[config.mk]
export PLATFORM = sky130hd
export DESIGN_NAME = mem_arbiter_flat
export DESIGN_NICKNAME = d
export VERILOG_FILES = /design/src/rtl/mem_arbiter_if.sv /design/src/rtl/mem_arbiter.sv /design/src/flat_wrapper.sv
export SDC_FILE = /design/constraint.sdc
export NUM_CORES = 1
export LEC_CHECK = 0
export BUFFER_PORTS_ARGS = -buffer_cell sky130_fd_sc_hd__buf_2
export CAP_MARGIN = 10
export CORE_MARGIN = 4
export CORE_UTILIZATION = 25
export CTS_BUF_LIST = sky130_fd_sc_hd__clkbuf_8
export CTS_CLUSTER_SIZE = 14
export DETAILED_ROUTE_END_ITERATION = 8
export PLACE_DENSITY = 0.57
export SYNTH_ARGS = -nofsm -noshare
export SYNTH_HDL_FRONTEND = slang
export SYNTH_SLANG_ARGS = --single-unit
[constraint.sdc]
create_clock -name clk -period 2.45 [get_ports clk]
set_input_delay 0.6125 -clock clk [delete_from_list [all_inputs] [get_ports clk]]
set_output_delay 0.6125 -clock clk [all_outputs]
set_load 0.05 [all_outputs]
[src/rtl/mem_arbiter_if.sv]
// Two-port requester bus plus memory-side bus of mem_arbiter.
// The arbiter uses the slave modport; the environment (requesters + memory) uses master.
interface mem_arbiter_if;
    logic        req0, req1;
    logic        we0, we1;
    logic [31:0] addr0, addr1;
    logic [31:0] wdata0, wdata1;
    logic        done0, done1;
    logic        err;
    logic [31:0] rdata;
    logic        mem_re, mem_we;
    logic [31:0] mem_addr, mem_wdata;
    logic [31:0] mem_rdata;
    logic        mem_ready;

    modport slave (
        input  req0, req1, we0, we1, addr0, addr1, wdata0, wdata1, mem_rdata, mem_ready,
        output done0, done1, err, rdata, mem_re, mem_we, mem_addr, mem_wdata
    );

    modport master (
        output req0, req1, we0, we1, addr0, addr1, wdata0, wdata1, mem_rdata, mem_ready,
        input  done0, done1, err, rdata, mem_re, mem_we, mem_addr, mem_wdata
    );
endinterface

[src/rtl/mem_arbiter.sv]
// Two-port memory arbiter (IDLE -> ACCESS -> RESP) with a 16-cycle wait timeout.
// Define MEM_ARBITER_ROUND_ROBIN_EN for round-robin tie-breaking instead of fixed port-0 priority.
module mem_arbiter (
    input  logic          clk,
    input  logic          nrst,
    mem_arbiter_if.slave  bus
);
    typedef enum logic [1:0] {IDLE, ACCESS, RESP} state_t;

    state_t      state_q, state_d;
    logic        owner_q, owner_d;
    logic        we_q, we_d;
    logic [31:0] addr_q, addr_d;
    logic [31:0] wdata_q, wdata_d;
    logic [3:0]  cnt_q, cnt_d;
    logic [31:0] rdata_q, rdata_d;
    logic        err_q, err_d;
    logic        win;

`ifdef MEM_ARBITER_ROUND_ROBIN_EN
    // prio_q names the port that wins the next tie
    logic prio_q, prio_d;

    always_comb begin
        if (bus.req0 && bus.req1) win = prio_q;
        else                      win = bus.req1 && !bus.req0;
    end

    always_comb begin
        prio_d = prio_q;
        if (state_q == IDLE && (bus.req0 || bus.req1)) prio_d = ~win;
    end

    always_ff @(posedge clk or negedge nrst) begin
        if (!nrst) prio_q <= 1'b0;
        else       prio_q <= prio_d;
    end
`else
    assign win = bus.req1 && !bus.req0;
`endif

    always_comb begin
        state_d = state_q;
        owner_d = owner_q;
        we_d    = we_q;
        addr_d  = addr_q;
        wdata_d = wdata_q;
        cnt_d   = cnt_q;
        rdata_d = rdata_q;
        err_d   = err_q;
        case (state_q)
            IDLE: begin
                if (bus.req0 || bus.req1) begin
                    owner_d = win;
                    we_d    = win ? bus.we1    : bus.we0;
                    addr_d  = win ? bus.addr1  : bus.addr0;
                    wdata_d = win ? bus.wdata1 : bus.wdata0;
                    cnt_d   = 4'd0;
                    state_d = ACCESS;
                end
            end
            ACCESS: begin
                // ready wins over the timeout when both land on the last wait cycle
                if (bus.mem_ready) begin
                    rdata_d = bus.mem_rdata;
                    err_d   = 1'b0;
                    state_d = RESP;
                end else if (cnt_q == 4'd15) begin
                    err_d   = 1'b1;
                    state_d = RESP;
                end else begin
                    cnt_d = cnt_q + 4'd1;
                end
            end
            RESP:    state_d = IDLE;
            default: state_d = IDLE;
        endcase
    end

    always_ff @(posedge clk or negedge nrst) begin
        if (!nrst) begin
            state_q <= IDLE;
            owner_q <= 1'b0;
            we_q    <= 1'b0;
            addr_q  <= '0;
            wdata_q <= '0;
            cnt_q   <= '0;
            rdata_q <= '0;
            err_q   <= 1'b0;
        end else begin
            state_q <= state_d;
            owner_q <= owner_d;
            we_q    <= we_d;
            addr_q  <= addr_d;
            wdata_q <= wdata_d;
            cnt_q   <= cnt_d;
            rdata_q <= rdata_d;
            err_q   <= err_d;
        end
    end

    assign bus.mem_re    = (state_q == ACCESS) && !we_q;
    assign bus.mem_we    = (state_q == ACCESS) &&  we_q;
    assign bus.mem_addr  = addr_q;
    assign bus.mem_wdata = wdata_q;
    assign bus.done0     = (state_q == RESP) && !owner_q;
    assign bus.done1     = (state_q == RESP) &&  owner_q;
    assign bus.rdata     = rdata_q;
    assign bus.err       = err_q;

endmodule

[src/flat_wrapper.sv]
// flat-port wrapper written by rule: the top's interface ports become plain ports
module mem_arbiter_flat 
  (clk, nrst, bus_req0, bus_req1, bus_we0, bus_we1, bus_addr0, bus_addr1, bus_wdata0, bus_wdata1, bus_mem_rdata, bus_mem_ready, bus_done0, bus_done1, bus_err, bus_rdata, bus_mem_re, bus_mem_we, bus_mem_addr, bus_mem_wdata);
  mem_arbiter_if bus_i ();
  input  logic clk;
  input  logic nrst;
  input wire logic [$bits(bus_i.req0)-1:0] bus_req0;
  input wire logic [$bits(bus_i.req1)-1:0] bus_req1;
  input wire logic [$bits(bus_i.we0)-1:0] bus_we0;
  input wire logic [$bits(bus_i.we1)-1:0] bus_we1;
  input wire logic [$bits(bus_i.addr0)-1:0] bus_addr0;
  input wire logic [$bits(bus_i.addr1)-1:0] bus_addr1;
  input wire logic [$bits(bus_i.wdata0)-1:0] bus_wdata0;
  input wire logic [$bits(bus_i.wdata1)-1:0] bus_wdata1;
  input wire logic [$bits(bus_i.mem_rdata)-1:0] bus_mem_rdata;
  input wire logic [$bits(bus_i.mem_ready)-1:0] bus_mem_ready;
  output wire logic [$bits(bus_i.done0)-1:0] bus_done0;
  output wire logic [$bits(bus_i.done1)-1:0] bus_done1;
  output wire logic [$bits(bus_i.err)-1:0] bus_err;
  output wire logic [$bits(bus_i.rdata)-1:0] bus_rdata;
  output wire logic [$bits(bus_i.mem_re)-1:0] bus_mem_re;
  output wire logic [$bits(bus_i.mem_we)-1:0] bus_mem_we;
  output wire logic [$bits(bus_i.mem_addr)-1:0] bus_mem_addr;
  output wire logic [$bits(bus_i.mem_wdata)-1:0] bus_mem_wdata;
  assign bus_i.req0 = bus_req0;
  assign bus_i.req1 = bus_req1;
  assign bus_i.we0 = bus_we0;
  assign bus_i.we1 = bus_we1;
  assign bus_i.addr0 = bus_addr0;
  assign bus_i.addr1 = bus_addr1;
  assign bus_i.wdata0 = bus_wdata0;
  assign bus_i.wdata1 = bus_wdata1;
  assign bus_i.mem_rdata = bus_mem_rdata;
  assign bus_i.mem_ready = bus_mem_ready;
  assign bus_done0 = bus_i.done0;
  assign bus_done1 = bus_i.done1;
  assign bus_err = bus_i.err;
  assign bus_rdata = bus_i.rdata;
  assign bus_mem_re = bus_i.mem_re;
  assign bus_mem_we = bus_i.mem_we;
  assign bus_mem_addr = bus_i.mem_addr;
  assign bus_mem_wdata = bus_i.mem_wdata;
  mem_arbiter u_core (.clk(clk), .nrst(nrst), .bus(bus_i));
endmodule
== After elaboration in Yosys (flattened, before gate mapping) ==
Index checks and enable logic that the tools add are counted.

* Word-level logic and storage cells: 46
* Register bits after elaboration: 105
* Bits of input ports: 167
* Output and inout port bits: 101

* Equality and inequality tests: 7
* Reduce and logical (&&, ||, !) cells: 17
* Add/subtract/negate cells: 1
* Mux-type cells: 13

{| class="wikitable"
|+ Operator list
! operator !! number
|-
| $mux W32 || 2
|-
| $mux W4 || 3
|-
| $pmux W4 S2 || 1
|-
| $reduce_and A2 Y1 || 4
|-
| $mux W2 || 3
|-
| $logic_and A1 B1 Y1 || 5
|-
| $add A4 B1 Y4 const B || 1
|-
| $eq A4 B4 Y1 const B || 1
|-
| $ne A2 B2 Y1 const B || 2
|-
| $pmux W2 S2 || 1
|-
| $reduce_and A4 Y1 || 1
|-
| $reduce_bool A2 Y1 || 2
|-
| $logic_not A1 Y1 || 3
|-
| $mux W1 || 3
|-
| $ne A3 B2 Y1 const B || 1
|-
| $eq A2 B1 Y1 const B || 1
|-
| $eq A2 B2 Y1 const B || 1
|-
| $logic_not A2 Y1 || 1
|-
| $ne A2 B1 Y1 const B || 1
|-
| $logic_or A1 B1 Y1 || 1
|}

== Logic depth before layout (Yosys ltp) ==
* Word-level depth: 4
* Mapped depth: 5

== Least setup slack after synthesis ==
Ideal clock, no wire load.

* Path type: reg-to-output
* Start: register u_core.state_q[0]
* End: output port bus_done0
* Arrival: 1.599 ns
* Path slack: 0.238 ns
* Stages on the path, launching flop included: 2
* Path buffers: 0
* Cells stage by stage: dfrtp_1 > nor3b_1

* Word-level cells in the longest chain between the ends: 2

{| class="wikitable"
|+ Ends and longest elaborated chain
! what !! RTL line !! source
|-
| start, declared || mem_arbiter.sv:10 || <nowiki>state_t state_q, state_d;</nowiki>
|-
| start signal, assigned || mem_arbiter.sv:91 || <nowiki>state_q <= state_d;</nowiki>
|-
| $eq A2 B2 Y1 || mem_arbiter.sv:106 || <nowiki>assign bus.done0 = (state_q == RESP) && !owner_q;</nowiki>
|-
| $logic_and A1 B1 Y1 || mem_arbiter.sv:106 ||
|-
| end, declared || flat_wrapper.sv:17 || <nowiki>output wire logic [$bits(bus_i.done0)-1:0] bus_done0;</nowiki>
|}

No other way between the ends.

== Worst setup path after layout ==
* Start: register u_core.state_q[1]
* End: output port bus_mem_re

* Word-level cells in the longest chain between the ends: 2

{| class="wikitable"
|+ Ends and longest elaborated chain
! what !! RTL line !! source
|-
| $eq A2 B1 Y1 || mem_arbiter.sv:102 || <nowiki>assign bus.mem_re = (state_q == ACCESS) && !we_q;</nowiki>
|-
| $logic_and A1 B1 Y1 || mem_arbiter.sv:102 ||
|-
| end, declared || flat_wrapper.sv:21 || <nowiki>output wire logic [$bits(bus_i.mem_re)-1:0] bus_mem_re;</nowiki>
|}

No other way between the ends.

==> metrics.cfg <==
[cells_and_area]
fin_nets = 763
seq_area_sq_mm = 0.002628
fin_area_sq_mm = 0.007119
antenna_cells = 0
instances_no_fill = 875
nFillCells = 2071
drive_gt1_frac = 0.7617
syn_to_final_growth_pct = 33.63
utilization = 0.3387
multi_input_area_sq_mm = 0.002425

[clock_tree]
cts_root_buf = clkbuf_8
clk_pin_slew_worst_paths_ns = 0.12
cts.htree.levels = 3
cts_tree = built
cts_inserted_buffers = 9
insertion_delay_ns = 0.39
clockBufferDepth = 2
cts_sinks = 105
cts_setup_buffers = 0

[floorplan]
die_x_um = 154.0
dieArea_sq_mm = 0.02371
num_rows = 53
fp.coreArea_sq_mm = 0.02102
start_util = 0.2534
dieHeight_um = 154.0
ios = 268

[worst_setup_path]
cp_num_buf_inv = 1
ff2ff_path_depth = 4
endpoint_kind = primary output
reg2reg_slack_ns = 0.73
path_max_fanout = 8
critPathLaunchType = flip-flop
critPathRequiredTime_ns = 1.84
slowest_delay_ns = 0.46
cp_top_family = flip-flops
rr_endpoint = u_core.bus.mem_addr[31]$_DFFE_PN0P_
slowest_stage = dfrtp_1
arrival_ns = 1.48
path_class = reg2out
crit_chain = nand2b_1, nor2_1, buf_2
timing.rr.start = u_core.state_q[0]$_DFFE_PN0P_

[yosys]
yosysWarnings = 0
synthMostInstantiatedCell = dfrtp_1
ys_seq_area_frac = 0.4932
syn_nets = 490
synthArstFlopShare = 1.000
synth_enable_flop_cells = 0
yosysTopAreaCell = dfrtp_1
synth_top_area_share = 0.4932
synthTopCellsByArea = dfrtp_1 49%, mux2_4 28%, mux2_2 13%, buf_12 4.5%, mux2i_1 0.75%
synth_cells = 322
synth_common_cells = 105 x dfrtp_1, 98 x mux2_4, 62 x mux2_2, 12 x buf_12, 7 x nor2_1
ys.flop_type = dfrtp_1
ys_types = 27
synth_area_per_cell_sq_um = 16.55
synth.ff_latch_count = 105
netlist_area_sq_mm = 0.005328

[sta]
fin_crit_sh = 0.8541
skew_ns = 0.01565
fin_ws_ns = 0.3574
relSlewSlack = 0.6197
tns_ns = 0
drv_slew = 0
rsz0062_at_grt = false
whs_ns = 0.4459
finalHoldViolations = 0
setup_viol = 0
fin_crit_ns = 2.093
fmax_mhz = 477.9
tightest_slew_ns = 0.5704

[detailed_routing]
first_pass_iters = 4
vias = 3638
routed_wl_mm = 13.01
routedWlPerCell_um = 14.87
drc = 0
viasPerCell = 4.158
drtIter0Drc = 96
final_antenna_net_count = 0

[placement]
dpl_worst_slack_ns = 0.3960
port_buffers = 267
postPlaceCellArea_sq_mm = 0.006900
dp.cells = 858
hpwl_mm = 9.823
gp_congestion = 0.7504

[global_routing]
grt_pass1_vias = 3840
grt_pass1_wl_mm = 20.34
grt_usage = 0.1074
grt_max_degree = 104
antenna_found_initial = 0
grt_overflow = 0

[hold_path]
min_to = u_core.bus.rdata[24]$_DFFE_PN0P_
worstHoldPathCells = 2
hp-class = in2reg
hp-start = bus_mem_rdata[24]

[power_and_ir_drop]
power_mw = 10.40
leakagePower_nw = 3.581
ir_worst_vdd_uv = 541.2
power_density_mw_per_mm2 = 1461

[job]
cap_violations = 0

[run_status]
outcome = completed

-- power by group --
part           total (mW)  switching, mW  internal [mW]
Sequential           3.04          0.448           2.59
Clock                1.16          0.670          0.493
Combinational        6.20           4.15           2.05
Total                10.4           5.26           5.14
-- per-layer routing --
metal / track usage / share of wire
met2: 0.1822 / 0.49
met5: 0 / 0
met4: 0.03659 / 0.013
met3: 0.03040 / 0.072
met1: 0.1308 / 0.42
-- cells in the final DEF (no fill, tap or decap), types with 2 or more instances in the layout --
cell type	n
buf_2	266
dfrtp_1	105
mux2_4	98
mux2_2	62
clkbuf_8	9
nor2_1	7
buf_4	6
buf_12	6
mux2i_1	4
nand3_1	3
nand2_1	3
inv_1	2
nor3b_1	2
o22ai_1	2
a21oi_1	2
o21ai_0	2
o221ai_1	2
clkinvlp_4	2
inv_8	2
-- worst max-delay path by stage --
stage	from	to	slack, ns	depth (start not counted)
6_report	u_core.state_q[1]$_DFFE_PN0P_	bus_mem_re	0.36	3
5_1_grt	u_core.state_q[1]$_DFFE_PN0P_	bus_mem_re	0.22	3
4_1_cts	u_core.state_q[1]$_DFFE_PN0P_	bus_mem_re	0.30	3
3_5_place_dp	bus_req1	u_core.bus.mem_addr[31]$_DFFE_PN0P_	0.40	6
3_3_place_gp	bus_req1	u_core.bus.mem_wdata[24]$_DFFE_PN0P_	0.43	6
2_1_floorplan	u_core.state_q[0]$_DFFE_PN0P_	bus_done0	0.24	1
-- sequential cells by signal (all words and copies together), names as in the netlist --
register              count
u_core.bus.mem_wdata     32
u_core.owner_q            1
u_core.bus.mem_addr      32
u_core.state_q            2
u_core.bus.rdata         32
u_core.we_q               1
u_core.cnt_q              4
u_core.bus.err            1
-- cells by family after synthesis --
logic type               count (synthesis)  share of synthesized area
flip-flops                             105                     0.4932
buffers and inverters                   19                    0.05167
AND/OR/NAND/NOR                         24                    0.02724
multiplexers                           164                     0.4147
adder cells (fa/ha/maj)                  1                   0.002348
AO/OA/AOI/OAI                            9                    0.01080
-- worst reg2reg max path: stages, from the launching register on --
cell and delay, ns:
dfrtp_1 0.46, or2_4 0.30, nor2_4 0.17, buf_12 0.28
mux2_2 0.39
-- what timing repair did --
| action | 4_1_cts | 5_1_grt |
|---|---|---|
| resized for setup | 0 | 0 |
| hold buffers | 1 | 0 |
| hold endpoints to repair | 2 | 0 |
-- cell type report --
type | instances | share of cell area
sequential | 105 | 0.3691
timing repair buffer | 279 | 0.2116
clock inverter | 7 | 0.01195
clock buffer | 9 | 0.01740
inverter | 2 | 0.001054
tap | 275 | 0.04833
multi-input combinational | 198 | 0.3406
Note: power is estimated with default switching activity, not from simulation.
